## src/rtl/pwm_width_meter.sv

```systemverilog
// Measures the high time of each PWM channel after an arm request and then
// streams the per-channel widths out through a valid/ready handshake.
module pwm_width_meter #(
  parameter int STAGE   = 8,
  parameter int DWIDTH  = 8,
  parameter int CWIDTH  = DWIDTH + 1,
  parameter int TIMEOUT = 512
) (
  input  logic                     clkforcounter,
  input  logic                     rst,
  input  logic                     arm,
  input  logic [STAGE-1:0]         pwm_in,
  output logic                     busy,
  output logic                     res_valid,
  input  logic                     res_ready,
  output logic [$clog2(STAGE)-1:0] res_idx,
  output logic [CWIDTH-1:0]        res_width,
  output logic                     res_last,
  output logic                     done,
  output logic                     timeout,
  output logic [STAGE-1:0]         glitch
);

  localparam int IW = $clog2(STAGE);
  localparam int WW = $clog2(TIMEOUT) + 1;
  localparam logic [IW-1:0]     LAST = IW'(STAGE - 1);
  localparam logic [WW-1:0]     TMAX = WW'(TIMEOUT - 1);
  localparam logic [CWIDTH-1:0] CMAX = {CWIDTH{1'b1}};

  typedef enum logic [1:0] {IDLE, WAIT_RISE, MEASURE, DUMP} state_t;

  state_t            state;
  logic [CWIDTH-1:0] cnt     [STAGE];
  logic [CWIDTH-1:0] cnt_inc [STAGE];
  logic [STAGE-1:0]  prev;
  logic [STAGE-1:0]  rise_glitch;
  logic [WW-1:0]     wait_cnt;
  logic [IW-1:0]     nxt_idx;

  // Saturating per-channel increment and repeated-rise detection
  for (genvar gi = 0; gi < STAGE; gi++) begin : g_chan
    assign cnt_inc[gi] = (pwm_in[gi] && cnt[gi] != CMAX) ? cnt[gi] + 1'b1 : cnt[gi];
    assign rise_glitch[gi] = pwm_in[gi] && !prev[gi] && (cnt[gi] != '0);
  end

  assign nxt_idx = res_idx + 1'b1;

  always_ff @(posedge clkforcounter) begin
    if (!rst) begin
      state     <= IDLE;
      for (int i = 0; i < STAGE; i++) cnt[i] <= '0;
      prev      <= '0;
      wait_cnt  <= '0;
      busy      <= 1'b0;
      res_valid <= 1'b0;
      res_idx   <= '0;
      res_width <= '0;
      res_last  <= 1'b0;
      done      <= 1'b0;
      timeout   <= 1'b0;
      glitch    <= '0;
    end else begin
      done <= 1'b0;
      case (state)
        IDLE: begin
          if (arm) begin
            state    <= WAIT_RISE;
            busy     <= 1'b1;
            for (int i = 0; i < STAGE; i++) cnt[i] <= '0;
            prev     <= '0;
            wait_cnt <= '0;
            timeout  <= 1'b0;
            glitch   <= '0;
          end
        end
        WAIT_RISE: begin
          for (int i = 0; i < STAGE; i++) cnt[i] <= cnt_inc[i];
          prev <= pwm_in;
          if (|pwm_in) begin
            state <= MEASURE;
          end else if (wait_cnt == TMAX) begin
            // No channel ever rose: every counter is still zero
            state     <= DUMP;
            timeout   <= 1'b1;
            res_valid <= 1'b1;
            res_idx   <= '0;
            res_width <= cnt[0];
            res_last  <= 1'(STAGE == 1);
          end else begin
            wait_cnt <= wait_cnt + 1'b1;
          end
        end
        MEASURE: begin
          if (pwm_in == '0) begin
            state     <= DUMP;
            res_valid <= 1'b1;
            res_idx   <= '0;
            res_width <= cnt[0];
            res_last  <= 1'(STAGE == 1);
          end else begin
            for (int i = 0; i < STAGE; i++) cnt[i] <= cnt_inc[i];
            prev   <= pwm_in;
            glitch <= glitch | rise_glitch;
          end
        end
        DUMP: begin
          if (res_ready) begin
            if (res_last) begin
              state     <= IDLE;
              busy      <= 1'b0;
              res_valid <= 1'b0;
              res_last  <= 1'b0;
              done      <= 1'b1;
            end else begin
              res_idx   <= nxt_idx;
              res_width <= cnt[nxt_idx];
              res_last  <= (nxt_idx == LAST);
            end
          end
        end
        default: state <= IDLE;
      endcase
    end
  end

endmodule

```

## config.mk

```make
export PLATFORM = sky130hd
export DESIGN_NAME = pwm_width_meter
export DESIGN_NICKNAME = d
export VERILOG_FILES = /design/src/rtl/pwm_width_meter.sv
export SDC_FILE = /design/constraint.sdc
export NUM_CORES = 1
export LEC_CHECK = 0
export ABC_AREA = 1
export ABC_CLOCK_PERIOD_IN_PS = 3200
export CAP_MARGIN = 20
export CORE_ASPECT_RATIO = 1.75
export CORE_UTILIZATION = 25
export CTS_BUF_LIST = sky130_fd_sc_hd__clkbuf_4 sky130_fd_sc_hd__clkbuf_8
export CTS_CLUSTER_SIZE = 20
export DETAILED_ROUTE_END_ITERATION = 10
export GPL_TIMING_DRIVEN = 0
export PLACE_DENSITY = 0.52
export SLEW_MARGIN = 20
export SYNTH_ARGS = -nofsm -noshare
export SYNTH_HDL_FRONTEND = slang
export SYNTH_SLANG_ARGS = --single-unit
```

## constraint.sdc

```tcl
create_clock -name clkforcounter -period 3.2 [get_ports clkforcounter]
set_clock_uncertainty 0.1 [all_clocks]
set_input_delay 0.32 -clock clkforcounter [delete_from_list [all_inputs] [get_ports clkforcounter]]
set_output_delay 0.32 -clock clkforcounter [all_outputs]
set_load 0.02 [all_outputs]
```

==> out/summary.txt <==
Fin crit period: 2.96 ns
DR pass1 iterations: 5
Met3 GRT Util: 3.07%
Antenna-violating nets left: 0
Area leader, netlist: edfxtp_1
DR WL/cell: 16.1 um
Synth Area in Compound Gates: 12.8%
Unique masters post-synth: 40
Post-Synth XOR/XNOR Area: 3.86%
Initial Utilization: 25.5%
Gate Count Post-Synth: 993
Synth Net Count: 1037
Drt first-iter violations: 360
Worst reg2reg path depth: 7
Worst Hold Depth: 3
Switching power: 3.78 mW
Grt ovf: 0
Root buf cell: clkbuf_8
Gpl congestion: 0.887
Least-Margin Pin Slew: 0.808 ns
Sw Share: 45.5%
Fin crit share: 92.4%
Power per cell area: 943 mW/mm^2
TritonCTS clock tree: yes
Peak Freq: 0.338 GHz
Hold Vio Cnt, Final: 0
Ports: 37
Max clock buf depth: 2
Peak supply drop: 0.302 mV
Data required, critical path: 3.33 ns
Yosys top cell area share: 28.9%
Main flop type after synthesis: edfxtp_1
Cts hold-fix bufs: 0
Top cells by area, synth: edfxtp_1, dfxtp_1, nand2_1
Seq cells post-synth: 117
Synth Warn #: 0
Tot GR Track Use: 15.8%
Syn_area_per_cell: 7.54 um^2
Die area: 0.0307 mm^2
Clock power frac: 19.3%
Slew Viols, Final: 0
Area growth from synthesis to layout: 17.6%
Outcome: completed
Mapped Area: 0.00749 mm^2
Register area share after synthesis: 40.9%
LEAKAGE: 3.39 nW
PortBufs: 35
Global-route wire length before repair: 36100 um
Post-DP HPWL: 18200 um
WL final: 23400 um
Die Wd: 133 um
FILL cells: 3143
Die height: 231 um
Slew headroom: 46.1%
Cell Int Power: 4.53 mW
RSZ-0062 raised after global routing: false
Worst Path Class, Setup: reg2reg
Comb pwr share: 45.7%
Vias in the first global route: 6676
Post-synth ARST share: 0%
Post-CTS Setup Inserts: 0
Layout cells sized above 1: 8.09%
Worst hold margin: 0.266 ns
Most frequent cells after synthesis: nand2_1, nor2_1, inv_1, a21oi_1, edfxtp_1
Post-synth EDFFs: 72
Sink Count: 117
GR peak layer: met2
Area share of fa/ha/maj cells after synthesis: 5.35%
GRT met1 Usage: 15.0%
Startpoint types: flip-flop
Post-cts resize count: 0
Rows: 83
Placed insts: 1413
Pin count of the biggest net entering global routing: 17
Top-count cell post-synth: nand2_1
DR DRC count: 0
CTS Buf Count: 17
Core area: 0.0294 mm^2
Post-Synth Simple-Gate Area: 28.5%
Largest family of logic cells by synthesized area: simple AND/OR/NAND/NOR gates
CP Capture Type: flip-flop
Final count of negative-setup-slack endpoints: 0
Met2 Resource Use GR: 30.4%
Tightest Hold Check Type: in2reg
Mux cell area share after synthesis: 0%
Max_cap viols: 0
Critical Path AT: 3.09 ns
Tot Pwr: 8.30 mW
Worst-skew pair later-pin latency: 0.47 ns
Critical Path Fanout Max: 12
Clk slew on worst S/H paths: 0.07 ns
Net count, final: 1094
Layout Cells excl Fill: 1446
H-tree levels: 4
Post-DR vias/cell: 4.70
Initial antenna violation count: 1
Sequential power share: 34.9%
Vias: 6796
## final timing paths
| check | start | to | slack, ns |
|---|---|---|---|
| max | state[1]$_SDFFE_PN0P_ | cnt[2][7]$_SDFFCE_PN0P_ | 0.24 |
| min | rst | wait_cnt[3]$_SDFFE_PN0P_ | 0.27 |
| max reg2reg | state[1]$_SDFFE_PN0P_ | cnt[2][7]$_SDFFCE_PN0P_ | 0.24 |
| min reg2reg | glitch[7]$_SDFFE_PN0P_ | glitch[7]$_SDFFE_PN0P_ | 0.35 |
## sequential cells by signal (all words and copies together), names as in the netlist
signal and cells:
res_idx 3, cnt 72, glitch 8, busy 1
res_width 9, res_last 1, done 1, prev 8
timeout 1, state 2, wait_cnt 10, res_valid 1
## cell type report
| cell class | count | area, um^2 | share of cell area, % |
|---|---|---|---|
| multi-input cells | 722 | 3780 | 43.0 |
| flip-flops and latches | 117 | 3060 | 34.8 |
| well taps | 382 | 478 | 5.43 |
| inverters | 123 | 462 | 5.24 |
| repair buffers | 38 | 384 | 4.36 |
| clock buffers | 21 | 270 | 3.07 |
| plain buffers | 31 | 181 | 2.06 |
| clock inverters | 11 | 180 | 2.05 |
| diodes | 1 | 2.50 | 0.0284 |
## metrics by stage
stage                     TNS (ns)  utilization [%]  cell area, um^2  setup slack [ns]
final                            0             30.0             8800             0.242
after global routing             0             30.0             8800            0.0677
after CTS                        0             30.0             8800             0.216
after detailed placement         0             28.4             8350             0.236
after global placement      -17.27             28.3             8310            -0.596
after floorplan                  0                -             7490             0.575
## per-layer routing
layer / part of all wire, % / vias up / routed length (um)
met5: 0 / - / 0
met4: 5.2 / 0 / 1220
met3: 3.9 / 52 / 918
met2: 55 / 162 / 12800
met1: 36 / 3186 / 8390
li1: - / 3396 / -
## logic make-up after synthesis
logic type               count (synthesis)
AO/OA/AOI/OAI                          169
XOR/XNOR                                33
adder cells (fa/ha/maj)                 32
buffers and inverters                  154
flip-flops                             117
AND/OR/NAND/NOR                        488
## cells in the final DEF, fill, tap and decap left out, drive strengths merged, types with 16 or more instances in the layout
| cell type | synthesis | layout |
|---|---|---|
| a21oi | 94 | 94 |
| buf | 17 | 20 |
| clkbuf | 14 | 35 |
| clkdlybuf4s50 | 0 | 35 |
| dfxtp | 45 | 45 |
| edfxtp | 72 | 72 |
| ha | 32 | 32 |
| inv | 121 | 121 |
| nand2 | 242 | 242 |
| nand3 | 57 | 57 |
| nand4 | 18 | 18 |
| nor2 | 142 | 142 |
| nor3 | 16 | 16 |
| o211ai | 26 | 26 |
| o21ai | 45 | 45 |
| xor2 | 28 | 28 |
## power by group through the flow
stage          sequential [mW]  clock [mW]  combinational [mW]
5_1_grt                   2.98        1.70                4.21
6_report                  2.90        1.61                3.80
2_1_floorplan             2.84           0                2.42
4_1_cts                   2.91        1.64                3.81
3_3_place_gp              2.94           0                3.73
3_5_place_dp              2.94           0                3.79
## worst max-delay path, cell delays in order, from the launching register on
cell,delay [ns]
dfxtp_1,0.38
inv_1,0.10
ha_1,0.28
inv_2,0.20
buf_1,0.51
nand4_1,0.61
buf_6,0.36
buf_6,0.16
Power figures use the tool's default switching activity.
